### config.mk
export PLATFORM = sky130hd
export DESIGN_NAME = store_buffer
export DESIGN_NICKNAME = d
export VERILOG_FILES = /design/src/rtl/store_buffer_pkg.sv /design/src/rtl/store_buffer_match.sv /design/src/rtl/store_buffer.sv
export SDC_FILE = /design/constraint.sdc
export NUM_CORES = 1
export LEC_CHECK = 0
export ABC_AREA = 1
export BUFFER_PORTS_ARGS = -buffer_cell sky130_fd_sc_hd__buf_2
export CAP_MARGIN = 0
export CORE_AREA = 4 4 267 269
export DETAILED_ROUTE_END_ITERATION = 8
export DIE_AREA = 0 0 271 273
export PLACE_DENSITY_LB_ADDON = 0.05
export SKIP_LAST_GASP = 1
export SYNTH_ARGS = -nofsm -noshare
export SYNTH_HDL_FRONTEND = slang
export SYNTH_SLANG_ARGS = --single-unit
### constraint.sdc
create_clock -name clk -period 14.1 [get_ports clk]
set_input_delay 0.705 -clock clk [delete_from_list [all_inputs] [get_ports clk]]
set_output_delay 0.705 -clock clk [all_outputs]
set_load 0.02 [all_outputs]
### src/rtl/store_buffer_pkg.sv
// Shared types and constants for the store buffer.
package store_buffer_pkg;
   localparam int SB_DEPTH = 4;
   // word-index slice used for load/store matching
   localparam int WIDX_HI = 11;
   localparam int WIDX_LO = 2;
   localparam int WIDX_W  = WIDX_HI - WIDX_LO + 1;

   typedef struct packed {
      logic [31:0] addr;
      logic [31:0] data;
      logic [31:0] pc;
   } sbEntry_t;
endpackage

### src/rtl/store_buffer_match.sv
// sb_match: per-entry word-index compare, then picks the youngest matching entry.
module sb_match
   import store_buffer_pkg::*;
#(
   parameter int DEPTH = SB_DEPTH,
   parameter int PTR_W = 2
) (
   input  logic [DEPTH-1:0][WIDX_W-1:0] entryIdx,
   input  logic [DEPTH-1:0]             validMask,
   input  logic [PTR_W-1:0]             head,
   input  logic [WIDX_W-1:0]            ldIdx,
   output logic [DEPTH-1:0]             youngest
);
   logic [DEPTH-1:0] match;

   genvar i;
   generate
      for (i = 0; i < DEPTH; i++) begin : gCmp
         assign match[i] = validMask[i] && (entryIdx[i] == ldIdx);
      end
   endgenerate

   // walk entries oldest to youngest starting at head; the last hit wins
   always_comb begin
      logic [PTR_W-1:0] idx;
      youngest = '0;
      idx = head;
      for (int k = 0; k < DEPTH; k++) begin
         idx = head + PTR_W'(k);
         if (match[idx]) begin
            youngest      = '0;
            youngest[idx] = 1'b1;
         end
      end
   end
endmodule

### src/rtl/store_buffer.sv
// Posted-write store buffer: FIFO of stores draining to memory, with load forwarding.
module store_buffer
   import store_buffer_pkg::*;
#(
   parameter int DEPTH = SB_DEPTH,
   parameter int PTR_W = 2
) (
   input  logic        clk,
   input  logic        reset,
   input  logic        st_valid,
   input  logic [31:0] st_addr,
   input  logic [31:0] st_data,
   input  logic [31:0] st_pc,
   output logic        st_ready,
   input  logic        ld_valid,
   input  logic [31:0] ld_addr,
   output logic        ld_hit,
   output logic [31:0] ld_data,
   output logic        mem_we,
   output logic [31:0] mem_addr,
   output logic [31:0] mem_wdata,
   output logic [31:0] mem_pc,
   input  logic        mem_ready,
   output logic        empty,
   output logic        full
);
   logic [PTR_W-1:0]               head, tail;
   logic [PTR_W:0]                 count;
   sbEntry_t [DEPTH-1:0]           entries;
   logic [DEPTH-1:0][WIDX_W-1:0]   entryIdx;
   logic [DEPTH-1:0]               validMask, youngest;
   logic                           push, pop;
   logic [31:0]                    fwdData;
   logic                           unusedLdBits;

   assign full     = (count == (PTR_W+1)'(DEPTH));
   assign empty    = (count == '0);
   assign st_ready = !full;
   assign mem_we   = !empty;
   assign push     = st_valid && st_ready;
   assign pop      = mem_we && mem_ready;

   assign mem_addr  = entries[head].addr;
   assign mem_wdata = entries[head].data;
   assign mem_pc    = entries[head].pc;

   // only the word index takes part in matching
   assign unusedLdBits = ^{ld_addr[31:WIDX_HI+1], ld_addr[WIDX_LO-1:0]};

   genvar i;
   generate
      for (i = 0; i < DEPTH; i++) begin : gEnt
         logic [PTR_W-1:0] age;
         assign age          = PTR_W'(i) - head;
         assign validMask[i] = ({1'b0, age} < count);
         assign entryIdx[i]  = entries[i].addr[WIDX_HI:WIDX_LO];
      end
   endgenerate

   sb_match #(.DEPTH(DEPTH), .PTR_W(PTR_W)) uMatch (
      .entryIdx  (entryIdx),
      .validMask (validMask),
      .head      (head),
      .ldIdx     (ld_addr[WIDX_HI:WIDX_LO]),
      .youngest  (youngest)
   );

   // one-hot select of the forwarded word
   always_comb begin
      fwdData = '0;
      for (int k = 0; k < DEPTH; k++)
         if (youngest[k]) fwdData = fwdData | entries[k].data;
   end

   assign ld_hit  = ld_valid && (|youngest);
   assign ld_data = ld_hit ? fwdData : '0;

   // pointer and occupancy update; reset wins over push/pop
   always_ff @(posedge clk) begin
      if (reset) begin
         head  <= '0;
         tail  <= '0;
         count <= '0;
      end else begin
         if (push) tail <= tail + 1'b1;
         if (pop)  head <= head + 1'b1;
         count <= count + {{PTR_W{1'b0}}, push} - {{PTR_W{1'b0}}, pop};
      end
   end

   // entry write at tail; contents need no reset
   always_ff @(posedge clk) begin
      if (push && !reset) entries[tail] <= '{addr: st_addr, data: st_data, pc: st_pc};
   end
endmodule

# [After elaboration in Yosys (flattened, before gate mapping)]
# Index checks and enable logic that the tools add are counted.
[totals] regBits=391 in_bits=133 out_inout_bits=133 wordCells=95
[classes] add_sub_neg=10 order_cmp=14 n_eq_ne=5 muxes=30 bitwise=3 reduce_logical=18
[op_table] operator="bitwise mux 384 bit" n=1
[op_table] operator="binary-select mux 96 bit (select 2 bit)" n=1
[op_table] operator="demux 96 bit (select 2 bit)" n=1
[op_table] operator="two-way mux 96 bit" n=2
[op_table] operator="two-way mux 32 bit" n=5
[op_table] operator="OR 32 bit" n=3
[op_table] operator="equality test 10 bit" n=4
[op_table] operator="two-way mux 4 bit" n=4
[op_table] operator="less-than comparator 2 x 3 -> 1 bit, second input constant" n=5
[op_table] operator="logical AND 1 bit" n=13
[op_table] operator="less-than comparator 2 x 3 -> 1 bit" n=4
[op_table] operator="greater-or-equal comparator 2 x 1 -> 1 bit, second input constant" n=5
[op_table] operator="binary-select mux 1 bit (select 2 bit)" n=4
[op_table] operator="demux 1 bit (select 2 bit)" n=4
[op_table] operator="two-way mux 1 bit" n=8
[op_table] operator="adder 2 x 1 -> 2 bit, second input constant" n=2
[op_table] operator="adder 2 bit, second input constant" n=2
[op_table] operator="OR reduction 4 bit" n=1
[op_table] operator="subtractor 1 x 2 -> 2 bit, first input constant" n=2
[op_table] operator="subtractor 2 bit, first input constant" n=2
[op_table] operator="adder 3 x 1 -> 3 bit" n=1
[op_table] operator="equality test 3 bit, second input constant" n=1
[op_table] operator="logical NOT 1 bit" n=3
[op_table] operator="logical NOT 3 bit" n=1
[op_table] operator="subtractor 3 x 1 -> 3 bit" n=1

# [Longest topological paths before layout]
[depth] ltp_word=17 mapped_depth=25

# [By module]
# Synthesis repeated with hierarchy kept, for this count alone.
[hier_totals] hier_cells=1517 area_unflattened_um2=16528.4
[by_module_without_submodules] mod="store_buffer" n_inst=1 cells_per_inst=1245 area_each_um2=15366.0
[by_module_without_submodules] mod="sb_match" n_inst=1 cells_per_inst=272 area_each_um2=1162.4

# [Worst setup path before layout]
# No wires, ideal clock.
[synth_path] path_kind="reg2reg" startpoint="register count[1]" endpoint="register entries[0] (netlist name), enable pin" setup_time_ns=0.551 arrival_ns=5.338 t_required_ns=13.549 path_slack_ns=8.211 path_stages_with_launch=8 path_buffers=0 path_cell_list="dfxtp_1 -> inv_1 -> nand2_1 -> nor2_1 -> inv_1 -> nand2_1 -> or2_2 -> nor2_1"
[synth_between] elab_chain_cells=4
[synth_lines] element="from (decl)" line="store_buffer.sv:28" text="logic [PTR_W:0] count;"
[synth_lines] element="from (signal assigned)" line="store_buffer.sv:87" text="count <= count + {{PTR_W{1'b0}}, push} - {{PTR_W{1'b0}}, pop};"
[synth_lines] element="equality test 3 bit" line="store_buffer.sv:36" text="assign full = (count == (PTR_W+1)'(DEPTH));"
[synth_lines] element="net full" line="store_buffer.sv:25" text="output logic full"
[synth_lines] element="logical NOT 1 bit" line="store_buffer.sv:38" text="assign st_ready = !full;"
[synth_lines] element="net st_ready" line="store_buffer.sv:14" text="output logic st_ready,"
[synth_lines] element="logical AND 1 bit" line="store_buffer.sv:40" text="assign push = st_valid && st_ready;"
[synth_lines] element="logical AND 1 bit" line="store_buffer.sv:93" text="if (push && !reset) entries[tail] <= '{addr: st_addr, data: st_data, pc: st_pc};"
[synth_lines] element="to (signal, indexed assignment)" line="store_buffer.sv:93"
[synth_lines] element="to (decl)" line="store_buffer.sv:29" text="sbEntry_t [DEPTH-1:0] entries;"
# The timed path passes the listed nets, and every way through them passes these cells.
# A chain may end at the register's enable or synchronous reset.

# [Final worst setup path]
[layout_path] startpoint="register head[1]" endpoint="output ld_data[21]"
[layout_between] elab_chain_cells=17
[layout_lines] element="from (decl)" line="store_buffer.sv:27" text="logic [PTR_W-1:0] head, tail;"
[layout_lines] element="from (signal assigned)" line="store_buffer.sv:86" text="if (pop) head <= head + 1'b1;"
[layout_lines] element="subtractor 1 x 2 -> 2 bit / subtractor 2 bit (equally long branches)" line="store_buffer.sv:54" text="assign age = PTR_W'(i) - head;"
[layout_lines] element="less-than comparator 2 x 3 -> 1 bit" line="store_buffer.sv:55" text="assign validMask[i] = ({1'b0, age} < count);"
[layout_lines] element="logical AND 1 bit" line="store_buffer_match.sv:19" text="assign match[i] = validMask[i] && (entryIdx[i] == ldIdx);"
[layout_lines] element="binary-select mux 1 bit (select 2 bit)" line="store_buffer_match.sv:30" text="if (match[idx]) begin"
[layout_lines] element="two-way mux 1 bit (not written as such)" line="store_buffer_match.sv:30"
[layout_lines] element="two-way mux 4 bit (3 in series)" line="store_buffer_match.sv:30"
[layout_lines] element="two-way mux 4 bit *" line="store_buffer_match.sv:30"
[layout_lines] element="two-way mux 32 bit" line="store_buffer.sv:72" text="if (youngest[k]) fwdData = fwdData | entries[k].data;"
[layout_lines] element="OR 32 bit" line="store_buffer.sv:72"
[layout_lines] element="two-way mux 32 bit" line="store_buffer.sv:72"
[layout_lines] element="OR 32 bit" line="store_buffer.sv:72"
[layout_lines] element="two-way mux 32 bit" line="store_buffer.sv:72"
[layout_lines] element="OR 32 bit" line="store_buffer.sv:72"
[layout_lines] element="two-way mux 32 bit" line="store_buffer.sv:72"
[layout_lines] element="two-way mux 32 bit *" line="store_buffer.sv:76" text="assign ld_data = ld_hit ? fwdData : '0;"
[layout_lines] element="to (decl)" line="store_buffer.sv:18" text="output logic [31:0] ld_data,"
# Every way passes the cells marked *; elsewhere a longest branch is shown, timed or not. The select of a mux whose other input is x is not followed.

==> out/results.tsv <==
metric	value	unit
syn_nets	1694	
Crit path max-delay family	simple AND/OR/NAND/NOR gates	
worst vdd ir	0.101	mV
post-CTS resize count	0	
via density per instance	4.35	
die height	273	um
Ports	266	
post-synthesis register bit count	391	
PortBufs	243	
DP HPWL	30.0	mm
Post-synth ARST share	0	%
fin nets	1921	
Tcrit/Tclk final	43.4	%
min Tclk post-route	6.12	ns
mux contribution to synthesized area	0	%
Ys Warns	0	
area of the core	0.0686	mm^2
top_reg_cell synth	edfxtp_1	
Synth Area in XOR/XNOR	0.205	%
initial antenna violation count	7	
vias in the first global route	12200	
sequential share of power	33.0	%
Placed Area	0.0193	mm^2
Post-synth top cells	384 x edfxtp_1, 350 x nand2_1, 244 x nor2_1, 184 x o21ai_0, 86 x o22ai_1	
CP max-delay cell	dfxtp_4	
H-tree levels	2	
Sink Count	391	
GR Overflow Total	0	
via count	11900	
PD cells	206	mW/mm^2
status	complete, no violations	
Longest Clk Path Bufs	3	
P_int	0.00253	W
Num CTS Buffers	49	
Yosys top cell area share	67.4	%
final setup violating endpoints	0	
clock group share of total power	28.5	%
final instance area	0.0208	mm^2
hold_buf cts	0	
critical-path cell list	inv_4 > ha_1 > inv_1 > ha_1 > nand3_1 > nand2_1 > nor2_2 > nand3_1 > nand2_1 > nand2_1 > nand2_2 > nand3_1 > nand3_1 > nand2_1 > nand2_2 > buf_4 > nor2_4 > nand2_4 > nand2_8 > nor2_4 > buf_2	
CTS tree	done	
Synth area leader	edfxtp_1	
Antenna Violating Nets Remaining	0	
Psw	0.00175	W
root buf cell	clkbuf_16	
sw frac	40.9	%
Die Area	0.0740	mm^2
clk slew on worst S/H paths	0.06	ns
TNS Setup	0	ns
layout cells sized above 1	21.7	%
Post-Synth Simple-Gate Area	16.8	%
global-route wire length before repair	78.3	mm
Netlist Area Pre-Place	0.0171	mm^2
Clock Latency Late Sink	0.59	ns
aggregate global-route resource usage	14.0	%
crit-path max FO	63	
Area contributors post-synth	edfxtp_1 67%, nand2_1 7.7%, o21ai_0 5.4%, nor2_1 5.4%, o22ai_1 3.1%	
number of flops mapped to enable cells by yosys	384	
critical path class	reg -> out	
synthesized area per cell	11.1	um^2
GP Congestion	0.734	
Adder-Cell Fraction of Synth Area	1.14	%
Seq/Total Area, Yosys	68.2	%
largest family of logic cells by synthesized area	simple AND/OR/NAND/NOR gates	
critical path data arrival time	5.41	ns
DR WL/cell	19.3	um
Area Growth Syn to Fin	21.8	%
Die Wd	271	um
WP data required	13.40	ns
Hold WC Path Type	in -> reg	
Final Slew Violations	0	
DRC viols	0	
Setup crit start kind	register	
achievable frequency	163	MHz
Synth Area in Compound Gates	9.78	%
largest net degree at the start of global routing	120	
final hold viol count	0	
Post-CTS Setup Inserts	0	
worst slew pin tran	1.10	ns
Synth cell types	33	
relative slew slack	26.9	%
most frequent cell after synthesis	edfxtp_1	
DRT iter0 DRCs	483	
crit path capture type	output pin	
cell row count	96	
combinational share of power	38.5	%
Initial Util	25.0	%
Largest stage delay, worst path	0.89	ns
maxcap violations	0	
unrepaired setup endpoints after global routing	false	
total wire length	53.2	mm
worst path bufs/invs	4	
leakage	7.89	nW
Clock Skew	0.0260	ns
1st-pass router iterations	5	
Syn Inst Count	1546	
## cell usage in the layout (no fill, tap or decap), types with 3 or more instances in the layout
cell         n
edfxtp_1   384
nand2_1    350
buf_2      243
nor2_1     240
o21ai_0    184
o22ai_1     86
inv_1       58
clkbuf_16   50
nor2_4      35
a21oi_1     33
nand3_1     23
clkinv_1    15
buf_4       15
ha_1        14
inv_2       10
clkbuf_1     9
nand2_2      8
clkinv_2     8
nor2_2       5
dfxtp_1      5
diode_2      4
o21ai_1      4
bufinv_16    4
xnor2_1      3
nand2_4      3
## power groups by stage
stage | clock network [W] | registers, W | logic [W]
floorplan | 0 | 0.00141 | 0.00116
global placement | 0 | 0.00144 | 0.00170
detailed placement | 0 | 0.00144 | 0.00170
CTS | 0.00127 | 0.00142 | 0.00170
global route | 0.00132 | 0.00142 | 0.00183
finish | 0.00122 | 0.00141 | 0.00165
## kinds of logic after synthesis
group | Yosys count
XOR/XNOR | 4
AND/OR/NAND/NOR | 673
flip-flops | 391
AO/OA/AOI/OAI | 311
buffers and inverters | 152
adder cells (fa/ha/maj) | 15
## routing by layer
metal  global-route usage, %  share of wire, %
met1                    16.9                42
met4                    3.77               2.1
met2                    24.9                50
met5                       0             0.087
met3                    3.52               5.2
## metrics by stage
stage / util [%] / hold WS, ns / setup slack, ns / total power [W] / std cells
floorplan: - / 0.498 / 8.21 / 0.00256 / 1546
global placement: 28.1 / 0.548 / 8.41 / 0.00314 / 2653
detailed placement: 28.1 / 0.547 / 8.39 / 0.00314 / 2653
CTS: 30.4 / 0.275 / 7.74 / 0.00439 / 2744
global route: 30.4 / 0.290 / 7.53 / 0.00457 / 2745
finish: 30.4 / 0.331 / 7.98 / 0.00429 / 2748
## worst paths after layout
| path | slack [ns] | start | cells past startpoint | to |
|---|---|---|---|---|
| setup / recovery | 7.98 | head[1] | 21 | ld_data[21] |
| hold / removal | 0.33 | st_pc[4] | 1 | entries[292] |
| setup reg to reg | 10.83 | count[1] | 8 | entries[122] |
| hold reg to reg | 0.55 | tail[1] | 2 | tail[1] |
## flip-flops by register name, summed over array words and instances, names as in the netlist
name and count:
head 2, count 3, tail 2, entries 384
## area by class of cell
type | instances | area [um^2]
clock buffers | 61 | 1310
fillers | 7060 | 47700
multi-input cells | 1003 | 4820
well taps | 931 | 1160
clock inverters | 30 | 260
repair buffers | 258 | 1330
diodes | 4 | 10.0
inverters | 70 | 270
flip-flops and latches | 391 | 11700
Power figures use the tool's default switching activity.
